[src/rtl/br_table_resolver_if.sv]
// Handshake and code-ROM bus for br_table_resolver.
// Each signal is named from the resolver's side: i_* flow into it and o_* flow out of it.
interface br_table_resolver_if #(
  parameter int MEM_DEPTH = 6,
  parameter int MEM_EXTRA = 4,
  parameter int LABEL_W   = 32
);
  logic                          i_start;
  logic [MEM_DEPTH:0]            i_pc;
  logic [LABEL_W-1:0]            i_index;
  logic [MEM_DEPTH:0]            o_mem_addr;
  logic [MEM_EXTRA-1:0]          o_mem_extra;
  logic [(2**MEM_EXTRA)*8-1:0]   i_mem_data;
  logic                          i_mem_error;
  logic                          o_busy;
  logic                          o_done;
  logic [LABEL_W-1:0]            o_label;
  logic [1:0]                    o_err;

  // resolver side
  modport slave (
    input  i_start, i_pc, i_index, i_mem_data, i_mem_error,
    output o_mem_addr, o_mem_extra, o_busy, o_done, o_label, o_err
  );

  // cpu decoder / code ROM side
  modport master (
    output i_start, i_pc, i_index, i_mem_data, i_mem_error,
    input  o_mem_addr, o_mem_extra, o_busy, o_done, o_label, o_err
  );
endinterface

[src/rtl/br_table_resolver.sv]
// br_table operand resolver. It streams one code byte per cycle, decodes the
// LEB128 entry count, then skips the entries that come before the selected one,
// and finally returns that entry's label depth.
//
// state    | meaning
// ---------+------------------------------------------------------------
// S_IDLE   | waiting for start; label/err hold the last result
// S_COUNT  | decoding the vector length n
// S_SKIP   | consuming entries ahead of the selected one
// S_TARGET | decoding the selected (or default) entry
// S_FAULT  | one cycle after a fault, err valid, then back to idle
module br_table_resolver #(
  parameter int MEM_DEPTH = 6,
  parameter int MEM_EXTRA = 4,
  parameter int LABEL_W   = 32,
  parameter int MAX_LEB   = 5
) (
  input  logic               i_clk,
  input  logic               i_reset,
  br_table_resolver_if.slave bus
);
  localparam int POS_W  = $clog2(MAX_LEB + 1);
  localparam int SH_W   = $clog2(7 * MAX_LEB + 1);
  localparam int DATA_W = (2**MEM_EXTRA) * 8;

  localparam logic [MEM_DEPTH:0] ADDR_ONE  = {{MEM_DEPTH{1'b0}}, 1'b1};
  localparam logic [POS_W-1:0]   POS_ONE   = {{(POS_W-1){1'b0}}, 1'b1};
  localparam logic [POS_W-1:0]   POS_LAST  = POS_W'(MAX_LEB - 1);
  localparam logic [LABEL_W-1:0] LABEL_ONE = {{(LABEL_W-1){1'b0}}, 1'b1};

  typedef enum logic [2:0] {
    S_IDLE   = 3'd0,
    S_COUNT  = 3'd1,
    S_SKIP   = 3'd2,
    S_TARGET = 3'd3,
    S_FAULT  = 3'd4
  } state_t;

  state_t             r_state;
  logic [MEM_DEPTH:0] r_mem_addr;
  logic               r_busy;
  logic               r_done;
  logic [LABEL_W-1:0] r_label;
  logic [1:0]         r_err;
  logic [LABEL_W-1:0] r_index;
  logic [LABEL_W-1:0] r_acc;
  logic [POS_W-1:0]   r_pos;
  logic [LABEL_W-1:0] r_remain;

  logic [7:0]         w_byte;
  logic               w_cont;
  logic [SH_W-1:0]    w_shamt;
  logic [LABEL_W+6:0] w_chunk;
  logic [LABEL_W-1:0] w_value;
  logic               w_bad_leb;
  logic               w_addr_last;
  logic               w_finish;
  logic [LABEL_W-1:0] w_sel;
  logic [1:0]         w_fault_code;
  logic               w_unused_data;

  assign w_byte        = bus.i_mem_data[7:0];
  assign w_unused_data = ^bus.i_mem_data[DATA_W-1:8];
  assign w_cont        = w_byte[7];
  assign w_shamt       = SH_W'(r_pos) * SH_W'(7);
  assign w_chunk       = {{LABEL_W{1'b0}}, w_byte[6:0]} << w_shamt;
  // r_pos == 0 marks the first byte of a value, so the stale accumulator is dropped
  assign w_value       = ((r_pos == '0) ? '0 : r_acc) | w_chunk[LABEL_W-1:0];
  assign w_bad_leb     = (|w_chunk[LABEL_W+6:LABEL_W]) || (w_cont && (r_pos == POS_LAST));
  assign w_addr_last   = &r_mem_addr;
  // only the terminating byte of the target entry may sit at the top address
  assign w_finish      = (r_state == S_TARGET) && !w_cont;
  assign w_sel         = (r_index < w_value) ? r_index : w_value;

  // Fault classification of the byte being consumed; mem_error dominates
  always_comb begin
    w_fault_code = 2'd0;
    if (bus.i_mem_error)
      w_fault_code = 2'd1;
    else if (w_bad_leb)
      w_fault_code = 2'd2;
    else if (w_addr_last && !w_finish)
      w_fault_code = 2'd3;
  end

  // Sequencer: byte streaming, LEB128 accumulation, entry skipping, result registers
  always_ff @(posedge i_clk) begin
    if (i_reset) begin
      r_state    <= S_IDLE;
      r_mem_addr <= '0;
      r_busy     <= 1'b0;
      r_done     <= 1'b0;
      r_label    <= '0;
      r_err      <= 2'd0;
      r_index    <= '0;
      r_acc      <= '0;
      r_pos      <= '0;
      r_remain   <= '0;
    end else begin
      r_done <= 1'b0;
      case (r_state)
        S_IDLE: begin
          if (bus.i_start) begin
            r_index    <= bus.i_index;
            r_mem_addr <= bus.i_pc;
            r_err      <= 2'd0;
            r_busy     <= 1'b1;
            r_pos      <= '0;
            r_acc      <= '0;
            r_state    <= S_COUNT;
          end
        end
        S_COUNT, S_SKIP, S_TARGET: begin
          r_mem_addr <= r_mem_addr + ADDR_ONE;
          r_acc      <= w_value;
          r_pos      <= w_cont ? (r_pos + POS_ONE) : '0;
          if (w_fault_code != 2'd0) begin
            r_err   <= w_fault_code;
            r_busy  <= 1'b0;
            r_state <= S_FAULT;
          end else if (!w_cont) begin
            case (r_state)
              S_COUNT: begin
                r_remain <= w_sel;
                r_state  <= (w_sel != '0) ? S_SKIP : S_TARGET;
              end
              S_SKIP: begin
                r_remain <= r_remain - LABEL_ONE;
                if (r_remain == LABEL_ONE)
                  r_state <= S_TARGET;
              end
              default: begin
                r_label <= w_value;
                r_done  <= 1'b1;
                r_busy  <= 1'b0;
                r_state <= S_IDLE;
              end
            endcase
          end
        end
        S_FAULT: r_state <= S_IDLE;
        default: r_state <= S_IDLE;
      endcase
    end
  end

  assign bus.o_mem_addr  = r_mem_addr;
  assign bus.o_mem_extra = '0;
  assign bus.o_busy      = r_busy;
  assign bus.o_done      = r_done;
  assign bus.o_label     = r_label;
  assign bus.o_err       = r_err;
endmodule

[src/flat_wrapper.sv]
// flat-port wrapper written by rule: the top's interface ports become plain ports
module br_table_resolver_flat 
#(
  parameter int MEM_DEPTH = 6,
  parameter int MEM_EXTRA = 4,
  parameter int LABEL_W   = 32,
  parameter int MAX_LEB   = 5
)
  (i_clk, i_reset, bus_i_start, bus_i_pc, bus_i_index, bus_i_mem_data, bus_i_mem_error, bus_o_mem_addr, bus_o_mem_extra, bus_o_busy, bus_o_done, bus_o_label, bus_o_err);
  br_table_resolver_if #(.MEM_DEPTH(MEM_DEPTH), .MEM_EXTRA(MEM_EXTRA), .LABEL_W(LABEL_W)) bus_i ();
  input  logic i_clk;
  input  logic i_reset;
  input wire logic [$bits(bus_i.i_start)-1:0] bus_i_start;
  input wire logic [$bits(bus_i.i_pc)-1:0] bus_i_pc;
  input wire logic [$bits(bus_i.i_index)-1:0] bus_i_index;
  input wire logic [$bits(bus_i.i_mem_data)-1:0] bus_i_mem_data;
  input wire logic [$bits(bus_i.i_mem_error)-1:0] bus_i_mem_error;
  output wire logic [$bits(bus_i.o_mem_addr)-1:0] bus_o_mem_addr;
  output wire logic [$bits(bus_i.o_mem_extra)-1:0] bus_o_mem_extra;
  output wire logic [$bits(bus_i.o_busy)-1:0] bus_o_busy;
  output wire logic [$bits(bus_i.o_done)-1:0] bus_o_done;
  output wire logic [$bits(bus_i.o_label)-1:0] bus_o_label;
  output wire logic [$bits(bus_i.o_err)-1:0] bus_o_err;
  assign bus_i.i_start = bus_i_start;
  assign bus_i.i_pc = bus_i_pc;
  assign bus_i.i_index = bus_i_index;
  assign bus_i.i_mem_data = bus_i_mem_data;
  assign bus_i.i_mem_error = bus_i_mem_error;
  assign bus_o_mem_addr = bus_i.o_mem_addr;
  assign bus_o_mem_extra = bus_i.o_mem_extra;
  assign bus_o_busy = bus_i.o_busy;
  assign bus_o_done = bus_i.o_done;
  assign bus_o_label = bus_i.o_label;
  assign bus_o_err = bus_i.o_err;
  br_table_resolver #(.MEM_DEPTH(MEM_DEPTH), .MEM_EXTRA(MEM_EXTRA), .LABEL_W(LABEL_W), .MAX_LEB(MAX_LEB)) u_core (.i_clk(i_clk), .i_reset(i_reset), .bus(bus_i));
endmodule
[config.mk]
export PLATFORM = sky130hd
export DESIGN_NAME = br_table_resolver_flat
export DESIGN_NICKNAME = d
export VERILOG_FILES = /design/src/rtl/br_table_resolver_if.sv /design/src/rtl/br_table_resolver.sv /design/src/flat_wrapper.sv
export SDC_FILE = /design/constraint.sdc
export NUM_CORES = 1
export LEC_CHECK = 0
export BUFFER_PORTS_ARGS = -buffer_cell sky130_fd_sc_hd__buf_2
export CAP_MARGIN = 10
export CORE_ASPECT_RATIO = 1.4
export CORE_MARGIN = 3
export CORE_UTILIZATION = 48
export DETAILED_ROUTE_END_ITERATION = 6
export MAX_ROUTING_LAYER = met4
export PLACE_DENSITY = 0.77
export SLEW_MARGIN = 20
export SYNTH_ARGS = -nofsm -noshare
export SYNTH_HDL_FRONTEND = slang
export SYNTH_SLANG_ARGS = --single-unit
[constraint.sdc]
create_clock -name i_clk -period 3.6 [get_ports i_clk]
set_input_delay 0.36 -clock i_clk [delete_from_list [all_inputs] [get_ports i_clk]]
set_output_delay 0.36 -clock i_clk [all_outputs]
set_load 0.02 [all_outputs]
==> results of run 1 <==
## repair_timing
item,CTS,global route
setup endpoints to repair,0,30
buffers inserted,0,1
resized for setup,0,5
endpoints found under the hold margin,0,0
## state kept, by name, summed over array words and instances, names as in the netlist
signal and count:
u_core.bus.o_label 32, u_core.r_acc 32, u_core.r_index 32, u_core.r_remain 32, u_core.bus.o_mem_addr 7, u_core.r_pos 3
u_core.r_state 3, u_core.bus.o_err 2, u_core.bus.o_busy 1, u_core.bus.o_done 1
## cells by family (layout without fill, tap and decap cells)
logic type	Yosys count	count (layout)	synth area share
simple gates	410	410	0.249
compound gates	337	337	0.266
flops	145	145	0.375
buf+inv	92	204	0.0492
fa+ha+maj	36	36	0.0582
xor+xnor	2	2	0.00226
other cells	1	4	0.000485
## worst max-delay path, stage by stage (launching register included)
cell and delay [ns]:
dfxtp_1 0.32, inv_1 0.11, ha_1 0.22, nand2b_2 0.17
a22oi_1 0.30, ha_1 0.30, a21oi_1 0.15, o21ai_1 0.11
a2111oi_0 0.37, a211oi_1 0.18, buf_4 0.17, o211ai_1 0.20
nand2_1 0.13, buf_12 0.18, o211ai_1 0.24, a21oi_1 0.11
## cells in the mapped netlist (5+ instances only)
cell type / instances
nor3_1: 27
o22ai_1: 13
nand2b_1: 5
inv_1: 17
a21oi_1: 146
a22oi_1: 34
dfxtp_1: 145
nand3_1: 25
a211oi_1: 37
and3_1: 5
nand2_1: 120
o211ai_1: 13
clkbuf_1: 55
o21ai_0: 52
buf_4: 5
nor4_1: 22
and2_1: 6
nor2_1: 137
ha_1: 36
nand4_1: 28
buf_2: 13
## per-stage QoR
| stage | worst slack, ns | instance area, um^2 | hold WS, ns | TNS, ns | cells |
|---|---|---|---|---|---|
| floorplan | 0.0765 | 7750 | 0.455 | 0 | 1026 |
| global placement | 0.140 | 8640 | 0.440 | 0 | 1301 |
| detailed placement | 0.0978 | 8640 | 0.445 | 0 | 1301 |
| CTS | 0.0472 | 9250 | 0.167 | 0 | 1333 |
| global route | -0.00625 | 9270 | 0.175 | -0.00625 | 1334 |
| finish | 0.159 | 9270 | 0.171 | 0 | 1334 |
## power by group
group	internal (W)	total, W	switching [W]
registers	0.00170	0.00182	0.000124
clock network	0.00106	0.00182	0.000760
logic	0.000502	0.00143	0.000928
## per-layer routing
| metal | wire length, um | part of all wire | track usage | up-vias |
|---|---|---|---|---|
| met3 | 1990 | 0.080 | 0.0460 | 73 |
| met4 | 1310 | 0.053 | 0.160 | 0 |
| met5 | 0 | 0 | - | - |
| met2 | 11800 | 0.47 | 0.455 | 391 |
| li1 | - | - | - | 3933 |
| met1 | 9780 | 0.39 | 0.348 | 3784 |
## path summary, 6_finish.rpt
check | from | to | cells after the start
worst max register to register | u_core.r_pos[0] | u_core.r_remain[17] | 15
worst min-delay path | bus_i_index[27] | u_core.r_index[27] | 3
worst min register to register | u_core.bus.o_label[28] | u_core.bus.o_label[28] | 2
worst max-delay path | u_core.r_pos[0] | u_core.r_remain[17] | 15
## cell type report
type	instances	area, um^2	share of cell area
Clock buffer	18	439	0.0474
Timing Repair Buffer	155	958	0.103
Sequential cell	145	2900	0.313
Tap cell	196	245	0.0265
Inverter	17	63.8	0.00688
Multi-Input combinational cell	789	4490	0.485
Clock inverter	14	168	0.0181
==> results_dict.tcl, run 1 <==
set metrics [dict create \
    detail_route.drc_violations 0 \
    clock-sinks 145 \
    worstSetupEndpointType "register" \
    leakagePower_nw 3.67 \
    drt-initial-drc-count 740 \
    synth_edf_count 0 \
    place_congestion 0.984 \
    holdCritPathClass "in2reg" \
    grt_pass1_wl_um 39600 \
    synth_top_area_frac 0.375 \
    drt-vias-per-instance 6.13 \
    final_common_cell "a21oi_1" \
    die-area_um2 17700 \
    dr.pass1.iters 5 \
    clk_latency_ns 0.43 \
    synth_cells 1023 \
    final_cell_mix "a21oi_1 (146), dfxtp_1 (145), nor2_1 (137)" \
    yosys-top-cells-area "dfxtp_1 (38%), a21oi_1 (9.4%), nor2_1 (6.6%), ha_1 (5.8%), nand2_1 (5.8%)" \
    postLayoutCoreUtil 0.591 \
    fmax_mhz 291 \
    yosysWarnings 0 \
    synth_area_per_cell_um2 7.56 \
    rows 54 \
    worstMarginPinSlew_ns 1.07 \
    grt_antenna_before_repair 0 \
    route.vias.total 8181 \
    cts_tree "built" \
    wirelength_um 24900 \
    setup_viol 0 \
    io_buffers 93 \
    core_area_um2 15700 \
    worstPathRequired_ns 3.85 \
    start_kind "register" \
    worst_clock_skew_ns 0.0159 \
    power_w 0.00508 \
    outcome "finished, final reports clean" \
    drv_cap 0 \
    period_minus_slack_ns 3.44 \
    htree_levels 4 \
    syn_to_final_growth_pct 19.8 \
    relSlewSlack 0.285 \
    start_util 0.494 \
    synth_cell_types 62 \
    synth_area_um2 7740 \
    grt_pass1_vias 7605 \
    root_buffer "clkbuf_16" \
    n_antenna_cell 0 \
    die_y_um 156 \
    ys_seq_area_frac 0.375 \
    finalHoldViolCount 0 \
    fillers 1399 \
    irDropWorstVdd_mv 0.291 \
    grt_usage 0.287 \
    nets 1332 \
    grt_max_degree 104 \
    r2r_setup_slack_ns 0.16 \
    power_density_nw_per_um2 547 \
    ctsHoldBuffers 0 \
    io_pins 218 \
    period_share 0.956 \
    drive_gt1_frac 0.186 \
    grt_overflow_total 0 \
    synth_top_area_cell "dfxtp_1" \
    die_w_um 113 \
    cts_buffers 17 \
    avgRoutedWirePerCell_um 18.7 \
    slew_viol_final 0 \
    ant_nets 0 \
    clkSlewWorstSetupHoldPaths_ns 0.06 \
    crit_type "reg2reg" \
    ys.flop_type "dfxtp_1" \
    clockBufferDepth 2 \
    ys_ff_latch 145 \
    async_flop_share 0 \
    crit_fanout 21 \
    hpwlAfterDp_um 17900 \
    arrival_ns 3.69 \
]
Power figures use the tool's default switching activity.
==> run 2, diff against run 1 <==
--- a/config.mk
+++ b/config.mk
@@ -6,13 +6,14 @@
 export NUM_CORES = 1
 export LEC_CHECK = 0
 export BUFFER_PORTS_ARGS = -buffer_cell sky130_fd_sc_hd__buf_2
-export CAP_MARGIN = 10
+export CELL_PAD_IN_SITES_DETAIL_PLACEMENT = 1
+export CELL_PAD_IN_SITES_GLOBAL_PLACEMENT = 1
 export CORE_ASPECT_RATIO = 1.4
 export CORE_MARGIN = 3
-export CORE_UTILIZATION = 48
+export CORE_UTILIZATION = 25
 export DETAILED_ROUTE_END_ITERATION = 6
 export MAX_ROUTING_LAYER = met4
-export PLACE_DENSITY = 0.77
+export PLACE_DENSITY_LB_ADDON = 0.1
 export SLEW_MARGIN = 20
 export SYNTH_ARGS = -nofsm -noshare
 export SYNTH_HDL_FRONTEND = slang
==> run 2 against run 1 <==
Net effect: combinational power is 9% higher; clock power is 15% higher; die area is 87% higher; sequential power hardly changed; register-to-register slack better by 0.06 ns; critical endpoint is now u_core.r_remain[10]; largest power group is now the clock network.
==> results_dict.tcl, run 2 (synthesis gave the netlist of run 1 again) <==
set metrics [dict create \
    outcome "finished, final reports clean" \
    grt_max_degree 144 \
    die_w_um 155 \
    postCtsSetupBuffers 0 \
    die_y_um 214 \
    drt-vias-per-instance 5.25 \
    setup_slack_ns 0.223 \
    fillers 3689 \
    grt_pass1_wl_um 49400 \
    period_share 0.938 \
    grt_pass1_vias 8184 \
    arrival_ns 3.75 \
    slew_viol_final 0 \
    cp_common_cell "ha_1" \
    io_pins 218 \
    drive_gt1_frac 0.200 \
    cp_top_family "compound AO/OA/AOI/OAI gates" \
    core_area_um2 30200 \
    path_cells "inv_1 -> ha_1 -> nand2b_2 -> buf_4 -> a22oi_1 -> ha_1 -> nand2_1 -> o21ai_1 -> a2111oi_2 -> a211oi_1 -> o211a_2 -> nor2_4 -> buf_12 -> or4_1 -> nand3_1" \
    io_buffers 93 \
    dr.pass1.iters 5 \
    hpwlAfterDp_um 23200 \
    cts_buffers 17 \
    wirelength_um 31700 \
    clock-sinks 145 \
    rows 75 \
    start_kind "register" \
    irDropWorstVdd_mv 0.319 \
    startpoint "u_core.r_pos[1]" \
    ctsHoldBuffers 0 \
    hold_ws_ns 0.152 \
    leakagePower_nw 3.77 \
    ant_nets 0 \
    finalHoldViolCount 0 \
    worstSetupEndpointType "register" \
    final_common_cell "a21oi_1" \
    n_antenna_cell 0 \
    r2r-start "u_core.r_pos[1]" \
    die-area_um2 33100 \
    clk_latency_ns 0.44 \
    holdCritPathClass "in2reg" \
    crit_type "reg2reg" \
    grt_usage 0.196 \
    power_w 0.00548 \
    worstPathRequired_ns 3.97 \
    drt-initial-drc-count 448 \
    grt_overflow_total 0 \
    worst_clock_skew_ns 0.0164 \
    crit_fanout 5 \
    fmax_mhz 296 \
    rr_endpoint "u_core.r_remain[10]" \
    nets 1343 \
    period_minus_slack_ns 3.38 \
    critical_path_depth 15 \
    tns_ns 0 \
    detail_route.drc_violations 0 \
    multi_input_area_um2 4540 \
    slowest_delay_ns 0.47 \
    crit_end "u_core.r_remain[10]" \
    r2r_setup_slack_ns 0.22 \
    place_congestion 0.826 \
    start_util 0.256 \
    grt_antenna_before_repair 0 \
    clockBufferDepth 2 \
    power_density_nw_per_um2 562 \
    avgRoutedWirePerCell_um 20.7 \
    final_cell_mix "a21oi_1 (146), dfxtp_1 (145), nor2_1 (137)" \
    relSlewSlack 0.344 \
    route.vias.total 8058 \
    pre_cts_ws_ns 0.00164 \
    cts_tree "built" \
    htree_levels 4 \
    critPathBufInv 3 \
    slowest_stage "or4_1" \
    worstRegToRegCells 15 \
    drv_cap 0 \
    syn_to_final_growth_pct 26.0 \
    worstMarginPinSlew_ns 0.982 \
    clkSlewWorstSetupHoldPaths_ns 0.07 \
    seqCellArea_um2 2900 \
    setup_viol 0 \
    root_buffer "clkbuf_16" \
]
==> run 2: changes by cell type in the layout (fill, tap and decap cells not counted), sizes merged <==
cell / change
buf: +11
inv: -5
bufinv: +4
clkinvlp: -1
clkbuf: +2
==> run 2: worst min path at each step <==
| stage | start | endpoint | slack [ns] | cells after the start |
|---|---|---|---|---|
| final | bus_i_index[18] | u_core.r_index[18] | 0.15 | 3 |
| after global routing | bus_i_index[23] | u_core.r_index[23] | 0.16 | 3 |
| after CTS | bus_i_index[17] | u_core.r_index[17] | 0.13 | 3 |
| after detailed placement | u_core.bus.o_label[28] | u_core.bus.o_label[28] | 0.45 | 2 |
| after global placement | u_core.bus.o_label[30] | u_core.bus.o_label[30] | 0.44 | 2 |
| after floorplan | u_core.r_acc[3] | u_core.r_acc[3] | 0.45 | 2 |
==> run 2: routing by layer <==
layer  track usage  wire, um  vias up
met3        0.0248       758       38
li1              -         -     3941
met4        0.0515       585        0
met2         0.321     15600      125
met5             -         0        -
met1         0.255     14800     3954
==> run 2: tightest hold or removal path: stages <==
cell	delay, ns
buf_2	0.09
nand2_1	0.04
a21oi_1	0.05
==> run 2: power breakdown <==
part / internal, W / switching, W / leakage (nW) / total (W)
combinational: 0.000540 / 0.00102 / 2.26 / 0.00156
sequential: 0.00170 / 0.000126 / 1.18 / 0.00182
clock: 0.00134 / 0.000755 / 0.331 / 0.00210
total: 0.00358 / 0.00190 / 3.77 / 0.00548
==> run 2: final cells by class <==
| cell class | instances | share of cell area |
|---|---|---|
| repair buffers | 166 | 0.110 |
| inverters | 17 | 0.00654 |
| clock inverters | 12 | 0.0234 |
| well taps | 385 | 0.0494 |
| flip-flops and latches | 145 | 0.298 |
| multi-input cells | 789 | 0.466 |
| clock buffers | 20 | 0.0468 |
==> run 2: stage by stage <==
step	util	cells	cell area, um^2
3_3_place_gp	0.298	1502	8990
3_5_place_dp	0.298	1502	8990
5_1_grt	0.323	1534	9750
4_1_cts	0.321	1534	9690
2_1_floorplan	-	1026	7750
6_report	0.323	1534	9750
==> run 2: what timing repair did <==
action                                  4_1_cts  5_1_grt
endpoints found under the setup margin        1       33
resized for setup                             3       15
pin swaps                                     0        3
==> run 3, diff against run 2 <==
==> constraint.sdc (replaced) <==
create_clock -name i_clk -period 4.2 [get_ports i_clk]
set_input_delay 0.21 -clock i_clk [delete_from_list [all_inputs] [get_ports i_clk]]
set_output_delay 0.21 -clock i_clk [all_outputs]
set_load 0.02 [all_outputs]
==> run 3 against run 2 <==
Net effect: worst setup slack improved by 0.14 ns; highest routed layer unchanged; die area stayed put; first-iteration DRC count down 8.7%.
==> results_dict.tcl, run 3 (synthesis gave the netlist of run 1 again) <==
set metrics [dict create \
    wirelength_um 32400 \
    fmax_mhz 261 \
    start_kind "register" \
    grt_max_degree 75 \
    finalHoldViolCount 0 \
    seqCellArea_um2 2900 \
    r2r_setup_slack_ns 0.36 \
    relSlewSlack 0.348 \
    worstRegToRegCells 16 \
    r2r-start "u_core.r_pos[1]" \
    core_area_um2 30200 \
    power_density_nw_per_um2 469 \
    dr.pass1.iters 5 \
    path_cells "inv_1 -> ha_1 -> nand2b_1 -> buf_4 -> a22o_1 -> inv_1 -> ha_1 -> nand4_1 -> o21ai_0 -> o22ai_1 -> o21ai_0 -> o211a_2 -> nor2_2 -> buf_4 -> or4_1 -> nand3_1" \
    crit_end "u_core.r_remain[10]" \
    drt-vias-per-instance 5.26 \
    worst_clock_skew_ns 0.00940 \
    slowest_delay_ns 0.48 \
    crit_type "reg2reg" \
    avgRoutedWirePerCell_um 21.2 \
    grt_usage 0.198 \
    setup_viol 0 \
    place_congestion 0.828 \
    clockBufferDepth 2 \
    ant_nets 0 \
    start_util 0.256 \
    crit_fanout 11 \
    outcome "finished, final reports clean" \
    fin_area_um2 9600 \
    rsz0062_at_grt "false" \
    n_antenna_cell 0 \
    die_w_um 155 \
    worstMarginPinSlew_ns 0.970 \
    leakagePower_nw 3.69 \
    grt_antenna_before_repair 0 \
    clk_latency_ns 0.44 \
    final_cell_mix "a21oi_1 (146), dfxtp_1 (145), nor2_1 (137)" \
    rows 75 \
    multi_input_area_um2 4480 \
    detail_route.drc_violations 0 \
    critical_path_depth 16 \
    nets 1341 \
    period_minus_slack_ns 3.84 \
    root_buffer "clkbuf_16" \
    rr_endpoint "u_core.r_remain[10]" \
    clkSlewWorstSetupHoldPaths_ns 0.07 \
    holdCritPathClass "in2reg" \
    drv_cap 0 \
    htree_levels 4 \
    drive_gt1_frac 0.176 \
    fillers 3721 \
    grt_pass1_vias 8168 \
    final_common_cell "a21oi_1" \
    cp_top_family "simple AND/OR/NAND/NOR gates" \
    io_buffers 93 \
    cts_tree "built" \
    die_y_um 214 \
    tns_ns 0 \
    period_share 0.914 \
    drt-initial-drc-count 409 \
    cts_buffers 17 \
    grt_overflow_total 0 \
    slowest_stage "or4_1" \
    die-area_um2 33100 \
    arrival_ns 4.22 \
    critPathBufInv 4 \
    worstSetupEndpointType "register" \
    slew_viol_final 0 \
    irDropWorstVdd_mv 0.260 \
    worstPathRequired_ns 4.58 \
    clock-sinks 145 \
    grt_pass1_wl_um 49500 \
    syn_to_final_growth_pct 24.0 \
    dpl-instance-area_um2 8830 \
    io_pins 218 \
    hpwlAfterDp_um 23500 \
    route.vias.total 8055 \
    startpoint "u_core.r_pos[1]" \
    whs_path_depth 3 \
]
==> run 3: cell types whose count changed in the layout (fill, tap and decap cells not counted), sizes merged <==
cell         before  now
inv              19   20
clkinvlp          1    4
clkinv            3    1
clkbuf           20   21
buf             166  150
dlygate4sd3       0   14
bufinv            6    3
==> run 3: area by class of cell <==
cell class / instances / share of cell area
clock buffer: 21 / 0.0490
clock inverter: 11 / 0.0158
inverter: 17 / 0.00665
multi-input combinational: 789 / 0.467
sequential: 145 / 0.303
tap: 385 / 0.0502
timing repair buffer: 164 / 0.109
==> run 3: timing repair <==
item / CTS / global route
gates resized for setup: 0 / 0
buffers inserted: 0 / 0
hold endpoints to repair: 14 / 0
hold buffers: 14 / 0
==> run 3: worst min path at each step <==
stage	endpoint	slack, ns	start
floorplan	u_core.r_index[0]	0.35	bus_i_index[0]
CTS	u_core.r_index[27]	0.0004	bus_i_index[27]
detailed placement	u_core.bus.o_label[30]	0.45	u_core.bus.o_label[30]
global placement	u_core.bus.o_label[31]	0.45	u_core.bus.o_label[31]
global route	u_core.r_index[4]	0.02	bus_i_index[4]
finish	u_core.r_index[12]	0.01	bus_i_index[12]
==> run 3: metrics by stage <==
step	power, W	std cells	util	hold WS [ns]	setup slack, ns
after floorplan	0.00238	1026	-	0.346	0.676
after global placement	0.00286	1486	0.292	0.447	0.407
after detailed placement	0.00288	1486	0.292	0.451	0.359
after CTS	0.00456	1532	0.318	0.000404	0.337
after global routing	0.00476	1532	0.318	0.0154	0.0375
final	0.00450	1532	0.318	0.0124	0.362
==> run 3: metal layers <==
metal | part of all wire | wire (um) | global-route usage | vias to the layer above
met2 | 0.50 | 16200 | 0.334 | 111
met5 | 0 | 0 | - | -
met4 | 0.016 | 509 | 0.0513 | 0
met1 | 0.46 | 15000 | 0.250 | 3971
li1 | - | - | - | 3941
met3 | 0.021 | 696 | 0.0244 | 32
==> run 3: worst min-delay path, cell delays in order <==
cell and delay, ns:
buf_2 0.10, nand2_1 0.04, a21oi_1 0.05
==> run 3: power by group <==
part,switching (W),internal [W]
combinational,0.000859,0.000423
sequential,0.000113,0.00146
clock,0.000660,0.000987
